$ cat src/rtl/digit_serial_pkg.sv
// Shared types and sizing helpers for the digit-serial adder/subtractor.
package digit_serial_pkg;

  // FSM state encoding, kept as plain constants for legacy tool flows
  typedef logic [1:0] state_t;
  localparam state_t ST_IDLE = 2'd0;
  localparam state_t ST_RUN  = 2'd1;
  localparam state_t ST_DONE = 2'd2;

  // Number of digits in an N-bit operand
  function automatic int unsigned ndig(input int unsigned n, input int unsigned d);
    return (d == 0) ? 0 : n / d;
  endfunction

  // Digit counter width; at least one bit so the register always exists
  function automatic int unsigned cntw(input int unsigned n, input int unsigned d);
    int unsigned nd;
    nd = ndig(n, d);
    return (nd <= 2) ? 1 : int'($clog2(nd));
  endfunction

endpackage

$ cat src/rtl/digit_serial_adder_if.sv
// Operand/result handshake bundle for the digit-serial adder.
interface digit_serial_adder_if #(
  parameter int unsigned N = 16
);

  logic         in_valid;
  logic         in_ready;
  logic [N-1:0] x;
  logic [N-1:0] y;
  logic         cin;
  logic         sub;
  logic         out_valid;
  logic         out_ready;
  logic [N-1:0] z;
  logic         cout;
  logic         ovf;

  // Producer/consumer side
  modport master (
    output in_valid, x, y, cin, sub, out_ready,
    input  in_ready, out_valid, z, cout, ovf
  );

  // Adder side
  modport slave (
    input  in_valid, x, y, cin, sub, out_ready,
    output in_ready, out_valid, z, cout, ovf
  );

endinterface

$ cat src/rtl/digit_adder.sv
// Combinational D-bit ripple adder built from 1-bit full-adder cells.
module digit_adder #(
  parameter int unsigned D = 4
) (
  input  logic [D-1:0] a,
  input  logic [D-1:0] b,
  input  logic         ci,
  output logic [D-1:0] s,
  output logic         co,
  output logic         c_msb
);

  logic carry;

  // Ripple one full-adder cell per bit; carry into the top bit recovered from its sum
  always_comb begin
    carry = ci;
    s     = '0;
    for (int i = 0; i < int'(D); i++) begin
      s[i]  = a[i] ^ b[i] ^ carry;
      carry = (a[i] & b[i]) | (carry & (a[i] ^ b[i]));
    end
    co    = carry;
    c_msb = s[D-1] ^ a[D-1] ^ b[D-1];
  end

endmodule

$ cat src/rtl/digit_serial_adder.sv
// Multi-cycle N-bit adder/subtractor processing D bits per clock, LSB digit first.
module digit_serial_adder
  import digit_serial_pkg::*;
#(
  parameter int unsigned N      = 16,
  parameter int unsigned D      = 4,
  parameter int unsigned SUB_EN = 1
) (
  input  logic                    clk,
  input  logic                    rst_n,
  digit_serial_adder_if.slave     bus
);

  localparam int unsigned NDIG = ndig(N, D);
  localparam int unsigned CNTW = cntw(N, D);
  localparam logic [CNTW-1:0] LAST_DIG = CNTW'(NDIG - 1);
  localparam logic [N-1:0]    DIG_MASK = N'({D{1'b1}});

  // Reject geometries where the operand does not split into whole digits
  if ((D < 1) || (D > N) || ((N % D) != 0)) begin : g_param_err
    $error("digit_serial_adder: N must be a multiple of D with 1 <= D <= N");
  end

  state_t          state_q, state_d;
  logic [CNTW-1:0] cnt_q, cnt_d;
  logic [N-1:0]    x_q, x_d;
  logic [N-1:0]    y_q, y_d;
  logic            sub_q, sub_d;
  logic            carry_q, carry_d;
  logic [N-1:0]    z_q, z_d;
  logic            cout_q, cout_d;
  logic            ovf_q, ovf_d;
  logic            out_valid_q, out_valid_d;

  logic            sub_in;
  logic [D-1:0]    dig_sum;
  logic            dig_co;
  logic            dig_c_msb;
  logic [31:0]     dig_sh;

  // Subtract request is ignored entirely in add-only builds
  assign sub_in = (SUB_EN != 0) ? bus.sub : 1'b0;

  // Bit offset of the digit being written this cycle
  assign dig_sh = 32'(cnt_q) * 32'(D);

  // Operand registers shift right each digit so the current digit is always at the bottom
  digit_adder #(.D(D)) u_digit_adder (
    .a     (x_q[D-1:0]),
    .b     (y_q[D-1:0]),
    .ci    (carry_q),
    .s     (dig_sum),
    .co    (dig_co),
    .c_msb (dig_c_msb)
  );

  // Next-state, datapath and result assembly
  always_comb begin
    state_d     = state_q;
    cnt_d       = cnt_q;
    x_d         = x_q;
    y_d         = y_q;
    sub_d       = sub_q;
    carry_d     = carry_q;
    z_d         = z_q;
    cout_d      = cout_q;
    ovf_d       = ovf_q;
    out_valid_d = out_valid_q;

    case (state_q)
      ST_IDLE: begin
        if (bus.in_valid) begin
          state_d = ST_RUN;
          x_d     = bus.x;
          y_d     = bus.y ^ {N{sub_in}};
          sub_d   = sub_in;
          carry_d = sub_in ? ~bus.cin : bus.cin;
          cnt_d   = '0;
        end
      end
      ST_RUN: begin
        z_d     = (z_q & ~(DIG_MASK << dig_sh)) | (N'(dig_sum) << dig_sh);
        carry_d = dig_co;
        x_d     = x_q >> D;
        y_d     = y_q >> D;
        if (cnt_q == LAST_DIG) begin
          state_d     = ST_DONE;
          cout_d      = dig_co ^ sub_q;
          ovf_d       = dig_c_msb ^ dig_co;
          out_valid_d = 1'b1;
        end else begin
          cnt_d = cnt_q + CNTW'(1);
        end
      end
      ST_DONE: begin
        if (bus.out_ready) begin
          state_d     = ST_IDLE;
          out_valid_d = 1'b0;
        end
      end
      default: begin
        state_d     = ST_IDLE;
        out_valid_d = 1'b0;
      end
    endcase
  end

  // State, operand, carry and result registers
  always_ff @(posedge clk or negedge rst_n) begin
    if (!rst_n) begin
      state_q     <= ST_IDLE;
      cnt_q       <= '0;
      x_q         <= '0;
      y_q         <= '0;
      sub_q       <= 1'b0;
      carry_q     <= 1'b0;
      z_q         <= '0;
      cout_q      <= 1'b0;
      ovf_q       <= 1'b0;
      out_valid_q <= 1'b0;
    end else begin
      state_q     <= state_d;
      cnt_q       <= cnt_d;
      x_q         <= x_d;
      y_q         <= y_d;
      sub_q       <= sub_d;
      carry_q     <= carry_d;
      z_q         <= z_d;
      cout_q      <= cout_d;
      ovf_q       <= ovf_d;
      out_valid_q <= out_valid_d;
    end
  end

  assign bus.in_ready  = (state_q == ST_IDLE);
  assign bus.out_valid = out_valid_q;
  assign bus.z         = z_q;
  assign bus.cout      = cout_q;
  assign bus.ovf       = ovf_q;

endmodule

$ cat src/flat_wrapper.sv
// flat-port wrapper written by rule: the top's interface ports become plain ports
module digit_serial_adder_flat import digit_serial_pkg::*;
#(
  parameter int unsigned N      = 16,
  parameter int unsigned D      = 4,
  parameter int unsigned SUB_EN = 1
)
  (clk, rst_n, bus_in_valid, bus_x, bus_y, bus_cin, bus_sub, bus_out_ready, bus_in_ready, bus_out_valid, bus_z, bus_cout, bus_ovf);
  digit_serial_adder_if #(.N(N)) bus_i ();
  input  logic clk;
  input  logic rst_n;
  input wire logic [$bits(bus_i.in_valid)-1:0] bus_in_valid;
  input wire logic [$bits(bus_i.x)-1:0] bus_x;
  input wire logic [$bits(bus_i.y)-1:0] bus_y;
  input wire logic [$bits(bus_i.cin)-1:0] bus_cin;
  input wire logic [$bits(bus_i.sub)-1:0] bus_sub;
  input wire logic [$bits(bus_i.out_ready)-1:0] bus_out_ready;
  output wire logic [$bits(bus_i.in_ready)-1:0] bus_in_ready;
  output wire logic [$bits(bus_i.out_valid)-1:0] bus_out_valid;
  output wire logic [$bits(bus_i.z)-1:0] bus_z;
  output wire logic [$bits(bus_i.cout)-1:0] bus_cout;
  output wire logic [$bits(bus_i.ovf)-1:0] bus_ovf;
  assign bus_i.in_valid = bus_in_valid;
  assign bus_i.x = bus_x;
  assign bus_i.y = bus_y;
  assign bus_i.cin = bus_cin;
  assign bus_i.sub = bus_sub;
  assign bus_i.out_ready = bus_out_ready;
  assign bus_in_ready = bus_i.in_ready;
  assign bus_out_valid = bus_i.out_valid;
  assign bus_z = bus_i.z;
  assign bus_cout = bus_i.cout;
  assign bus_ovf = bus_i.ovf;
  digit_serial_adder #(.N(N), .D(D), .SUB_EN(SUB_EN)) u_core (.clk(clk), .rst_n(rst_n), .bus(bus_i));
endmodule
$ cat config.mk
export PLATFORM = sky130hd
export DESIGN_NAME = digit_serial_adder_flat
export DESIGN_NICKNAME = d
export VERILOG_FILES = /design/src/rtl/digit_serial_pkg.sv /design/src/rtl/digit_serial_adder_if.sv /design/src/rtl/digit_adder.sv /design/src/rtl/digit_serial_adder.sv /design/src/flat_wrapper.sv
export SDC_FILE = /design/constraint.sdc
export NUM_CORES = 1
export LEC_CHECK = 0
export ABC_AREA = 0
export CAP_MARGIN = 20
export CORE_ASPECT_RATIO = 0.8
export CORE_MARGIN = 5
export CORE_UTILIZATION = 40
export DETAILED_ROUTE_END_ITERATION = 12
export PLACE_DENSITY_LB_ADDON = 0.08
export REMOVE_ABC_BUFFERS = 1
export SETUP_SLACK_MARGIN = 0.2
export SYNTH_ARGS = -nofsm -noshare
export SYNTH_HDL_FRONTEND = slang
export SYNTH_HIERARCHICAL = 1
export SYNTH_SLANG_ARGS = --single-unit
$ cat constraint.sdc
create_clock -name clk -period 3.35 [get_ports clk]
set_input_delay 0.5025 -clock clk [delete_from_list [all_inputs] [get_ports clk]]
set_output_delay 0.5025 -clock clk [all_outputs]
set_load 0.01 [all_outputs]
==> summary.txt <==
NumNets Final -> 357
Final core utilization -> 52.9%
Worst-Margin Slew -> 0.767 ns
CTS tree -> done
Crit path capture type -> register
Area delta synth->final -> 30.1%
CTS buffer count -> 9
Mapped Cells -> 249
Peak supply drop -> 0.000344 V
Unrepaired setup endpoints after global routing -> false
Sw Share -> 38.2%
Switching power total -> 1.29 mW
Tot Pwr -> 3.38 mW
Logic pwr share -> 47.2%
Vias -> 2005
Detail Placement HPWL -> 4240 um
WP data required -> 3.55 ns
Initial Util -> 40.6%
Leakage power -> 1.63 nW
Grt ovf -> 0
Port buffer count -> 57
Pwr Density -> 937 nW/um2
CP startpoint -> u_core/x_q[0]
Syn. warnings -> 6
Max_cap viols -> 0
Reg2reg start -> u_core/x_q[0]
Synth area leaders -> dfrtp_1 51%, a22o_1 6.3%, nand2_1 4.5%, mux2i_1 4.3%, a22oi_1 3.8%
H-tree depth -> 3
Placed cell count -> 385
Hold Path Class -> reg2reg
Number of buffers on the longest clock path -> 2
TritonRoute pass-1 iters -> 5
Setup_tns -> 0 ns
Total global-route track usage -> 15.0%
HP Start -> u_core/x_q[10]
Total wire length -> 5950 um
CP max FO -> 2
Via-to-Cell Ratio -> 4.98
Area fraction of the dominant cell type after synthesis -> 51.4%
Crit start category -> register
Initial antenna violation count -> 0
Clock-pin slew on the worst setup and hold paths -> 0.06 ns
Worst-skew pair later-pin latency -> 0.33 ns
Detailed Route Iter0 Violations -> 76
Ant diodes -> 0
WS Path Type -> reg2reg
Register area share after synthesis -> 51.4%
Synthesized cell area -> 2770 um2
Root buffer cell -> clkbuf_8
Vias in the first global route -> 2026
RePlAce Congestion -> 0.740
Seq pwr share -> 36.4%
DP Worst Slack -> 0.854 ns
Tmin final -> 2.49 ns
Full die area -> 8710 um2
Skew final -> 0.00581 ns
Synth Register Bits -> 57
WP data arrival -> 2.69 ns
Row cnt -> 27
Core Area -> 6820 um2
Finish-stage setup viols -> 0
Setup WS post-layout -> 0.857 ns
Post-synth top area cell -> dfrtp_1
Period utilization -> 74.4%
Routed wire per std cell -> 14.8 um
Internal Power -> 2.09 mW
Slew headroom -> 48.9%
Die span in x -> 103 um
Status -> completed
DRC violations left -> 0
Pin count of the biggest net entering global routing -> 44
Mapped Avg Cell Area -> 11.1 um2
Max Fclk -> 0.401 GHz
Clock sink count -> 57
Distinct cells, synth -> 30
Share of layout cells above drive strength 1 -> 8.23%
Wire length of the first global-routing pass -> 10000 um
Slew Limit Fails -> 0
Ports -> 58
Fillers -> 630
Final antenna-violating net count -> 0
Final Hold Viols -> 0
Post-route insts no fill -> 403
Die height -> 84.5 um
Clock share of power -> 16.4%
## final timing paths
kind / to / slack (ns) / depth (start not counted)
min: u_core/x_q[10] / 0.48 / 2
max reg2reg: u_core/bus.ovf / 0.86 / 10
min reg2reg: u_core/x_q[10] / 0.48 / 2
max: u_core/bus.ovf / 0.86 / 10
min in group asynchronous: u_core/bus.z[1] / 0.51 / 2
max in group asynchronous: u_core/x_q[5] / 2.15 / 4
## synthesized netlist by cell type
cell and count:
nor3b_2 1, and2b_1 1, a22oi_1 14, mux2i_1 12, fa_1 4, buf_6 4
nand2b_1 2, nor3_1 4, nand3b_1 1, or3b_1 1, xnor3_1 1, nor2_1 4
a22o_1 20, xnor2_1 12, xor2_1 7, o32ai_1 6, a21oi_1 1, nor3b_1 1
buf_2 8, a221o_1 6, buf_4 1, o21bai_1 1, inv_1 19, o21ai_1 1
mux2_2 1, ha_1 4, dfrtp_1 57, clkbuf_1 2, nand2_1 33, o21ai_0 20
## layout by cell type, fill, tap and decap left out, types with 3 or more instances in the layout
cell              n
buf_4             7
o21ai_0          20
a22oi_1          14
clkinv_2          3
mux2i_1          12
inv_1            19
fa_1              4
xor2_1            7
o32ai_1           6
a22o_1           20
xnor2_1          12
nor2_1            4
a221o_1           6
nor3_1            4
nand2_1          33
ha_1              4
clkbuf_8         11
dfrtp_1          57
clkdlybuf4s50_1  56
## power groups by stage
stage          Clock (mW)  Combinational, mW  Sequential [mW]
5_1_grt             0.620               1.78             1.27
3_3_place_gp            0               1.60             1.23
3_5_place_dp            0               1.62             1.24
2_1_floorplan           0              0.956             1.25
4_1_cts             0.576               1.62             1.23
6_report            0.554               1.60             1.23
## sequential cells by signal, summed over array words and instances, names as in the netlist
| name | cells |
|---|---|
| u_core/y_q | 16 |
| u_core/x_q | 16 |
| u_core/state_q | 2 |
| u_core/carry_q | 1 |
| u_core/cnt_q | 2 |
| u_core/bus.cout | 1 |
| u_core/sub_q | 1 |
| u_core/bus.out_valid | 1 |
| u_core/bus.z | 16 |
| u_core/bus.ovf | 1 |
## layer usage
metal  GRT usage [%]  share of wire, %  vias to the layer above
li1                -                 -                      999
met3            6.06               7.3                        7
met1            20.5                47                      933
met2            21.5                45                       66
met5               0                 0                        -
met4            4.71              0.99                        0
## cell type report
| type | instances | area, um2 | share of cell area [%] |
|---|---|---|---|
| Inverter | 19 | 71.3 | 1.98 |
| Timing Repair Buffer | 66 | 648 | 18.0 |
| Clock buffer | 13 | 159 | 4.40 |
| Tap cell | 87 | 109 | 3.02 |
| Sequential cell | 57 | 1430 | 39.5 |
| Clock inverter | 3 | 15.0 | 0.416 |
| Multi-Input combinational cell | 158 | 1180 | 32.7 |
## worst max-delay path: stages, from the launching register on
cell and delay [ns]:
dfrtp_1 0.40, fa_1 0.42, inv_1 0.07, fa_1 0.15, inv_1 0.05, fa_1 0.34
inv_1 0.08, fa_1 0.43, xnor3_1 0.23, xnor2_1 0.11, o21ai_0 0.08
## cells by family (layout without fill, tap and decap cells)
kind of cell | after synthesis | in the layout | synth area share [%]
flip-flops | 57 | 57 | 51.4
AO/OA/AOI/OAI | 69 | 69 | 18.4
multiplexers | 13 | 13 | 4.74
buffers and inverters | 34 | 101 | 6.18
adder cells (fa/ha/maj) | 8 | 8 | 4.69
XOR/XNOR | 20 | 20 | 6.81
AND/OR/NAND/NOR | 48 | 48 | 7.76
## repair_timing
item / CTS / global route
hold endpoints to repair: 0 / 2
hold buffers: 0 / 1
setup buffers: 0 / 0
gates resized for setup: 0 / 0
## metrics by stage
| stage | cell area [um2] | hold WS (ns) |
|---|---|---|
| 3_3_place_gp | 3400 | 0.462 |
| 6_report | 3610 | 0.477 |
| 3_5_place_dp | 3400 | 0.471 |
| 4_1_cts | 3580 | 0.339 |
| 2_1_floorplan | 2670 | 0.207 |
| 5_1_grt | 3610 | 0.490 |
No activity file was read; power rests on OpenSTA's default activity.
==> RTL edit: new RTL, config.mk and constraints unchanged <==
Take the reset off `x_q`, `y_q` and `z_q` and load them in a clocked block of their own.
--- a/src/rtl/digit_serial_adder.sv
+++ b/src/rtl/digit_serial_adder.sv
@@ -110,26 +110,26 @@
     if (!rst_n) begin
       state_q     <= ST_IDLE;
       cnt_q       <= '0;
-      x_q         <= '0;
-      y_q         <= '0;
       sub_q       <= 1'b0;
       carry_q     <= 1'b0;
-      z_q         <= '0;
       cout_q      <= 1'b0;
       ovf_q       <= 1'b0;
       out_valid_q <= 1'b0;
     end else begin
       state_q     <= state_d;
       cnt_q       <= cnt_d;
-      x_q         <= x_d;
-      y_q         <= y_d;
       sub_q       <= sub_d;
       carry_q     <= carry_d;
-      z_q         <= z_d;
       cout_q      <= cout_d;
       ovf_q       <= ovf_d;
       out_valid_q <= out_valid_d;
     end
+  end
+
+  always_ff @(posedge clk) begin
+    x_q <= x_d;
+    y_q <= y_d;
+    z_q <= z_d;
   end
 
   assign bus.in_ready  = (state_q == ST_IDLE);
Formal check against the unedited RTL: differs if rst_n is asserted again (counterexample within 4 cycles, from zero or initial values and one cycle with rst_n low); with rst_n held inactive, the same outputs for 10 cycles.
==> RTL edit against the unedited design <==
Power rose by 5.6%; routed wire length fell by 16%; synthesized area rose by 0.18%; first-iteration DRC count fell by 26%; via count fell by 13%; sequential power rose by 22%; setup slack got worse by 0.017 ns; cell area fell by 1.6%; cell count fell by 5.5%; core utilization fell by 0.84 points; count of clock-buffer cells in the layout rose by 1; sequential cell count did not move.
==> RTL edit: results (changes against the unedited design) <==
Top delay family on crit path=adder cells; R2R depth=10 (unchanged); fmax=398 MHz (-0.70%); TritonRoute pass-1 iters=4 (-1); Post-synth EDFFs=48 (+48); PostCTS Resize Cnt=0 (unchanged); hpwl dp=3350 µm (-21%); top cells by count, synth=edfxtp_1 (48), o21ai_0 (32), nand2_1 (30); top post-synthesis cells by area=edfxtp_1 (52%), dfrtp_1 (8.1%), o21ai_0 (5.8%); fin cells=381 (-5.5%); FILL cells=622 (-1.3%); leakage=1.40 nW (-14%); r2r startpoint=u_core/x_q[0]$_DFFE_PP_; RePlAce Congestion=0.758 (+2.4%); layout cells sized above 1=0.0952 (+0.0130); relative max-transition margin=0.333 (-0.155); post-synthesis adder-cell area fraction=0.0468 (-0.0000845); # diodes=0 (unchanged); final wirelength=4980 µm (-16%); largest net degree at the start of global routing=64 (+45%); vias in the first global route=1727 (-15%); Inserted Clock Buffers=9 (unchanged); Seq/Total Area, Yosys=0.600 (+0.0855); clock slew at reported path FFs=0.06 ns (about the same); r2r setup slk=0.84 ns (-0.02 ns); Fin Hold WS=0.483 ns (+0.00633 ns); Max VDD drop=0.331 mV (-3.8%); Compound-Gate Fraction of Synth Area=0.0680 (-0.116); Placed Instance Area=0.00340 mm² (-0.15%); clock latency at the later pin of the worst-skew pair=0.32 ns; Syn Area/Cell=12.2 µm² (+9.4%); post-synth cell types=25 (-17%); CP max stage cell=fa_1; Max stage delay on crit path=0.43 ns (about the same); status=complete, no violations; Hold Crit Class=primary input to async pin; Syn. warnings=6 (unchanged); Post-synth ARST share=0.158 (-0.842); arrival time worst endpoint=2.71 ns (+0.02 ns); mux share of post-synthesis cell area=0.0599 (+0.0125); depth of the CTS H-tree=3 (unchanged); dpl ws=0.792 ns (-0.0625 ns); CP max FO=2 (unchanged); Post-Synth XOR/XNOR Area=0.0680 (-0.000123); first-pass GRT wire length=8230 µm (-18%); GRT Total Usage=0.123 (-0.0262); vias per cell=4.57 (-8.1%); Inst Count DP=365 (-5.2%); initial DRC count=56 (-26%); nets=335 (-6.2%); Setup Skew=0.00669 ns (+0.000876 ns); antenna violations before repair=0 (unchanged)
-- RTL edit: cell count changes in the layout (fill, tap and decap cells not counted), moves of 9 or more --
| cell | unedited run | this run |
|---|---|---|
| dfrtp_1 | 57 | 9 |
| edfxtp_1 | 0 | 48 |
| a22o_1 | 20 | 0 |
| a22oi_1 | 14 | 2 |
| mux2_2 | 1 | 13 |
| o21ai_0 | 20 | 32 |
| mux2i_1 | 12 | 2 |
| inv_1 | 19 | 28 |
-- RTL edit: logic make-up after synthesis --
logic type                 after synthesis
and+or+nand+nor                         55
xor gates and xnor gates                20
AOI/OAI and AO/OA                       36
adders and majority gates                8
muxes                                   15
buffers and inverters                   37
DFF                                     57
-- RTL edit: cell type report --
type / instances / area [µm²] / share of cell area
clock inverters: 2 / 8.76 / 0.00247
well taps: 87 / 109 / 0.0307
multi-input cells: 134 / 933 / 0.263
clock buffers: 14 / 143 / 0.0402
flip-flops and latches: 57 / 1670 / 0.469
repair buffers: 59 / 586 / 0.165
inverters: 28 / 105 / 0.0296
-- RTL edit: routing by layer --
layer / routed length, µm / vias to the layer above / GRT usage
met5: 0 / - / 0
met4: 22 / 0 / 0.0353
met3: 299 / 2 / 0.0590
met2: 2330 / 48 / 0.182
met1: 2340 / 804 / 0.161
li1: - / 888 / -
-- RTL edit: power breakdown --
part	internal [mW]	switching, mW
clock	0.266	0.249
sequential	1.32	0.185
combinational	0.726	0.825
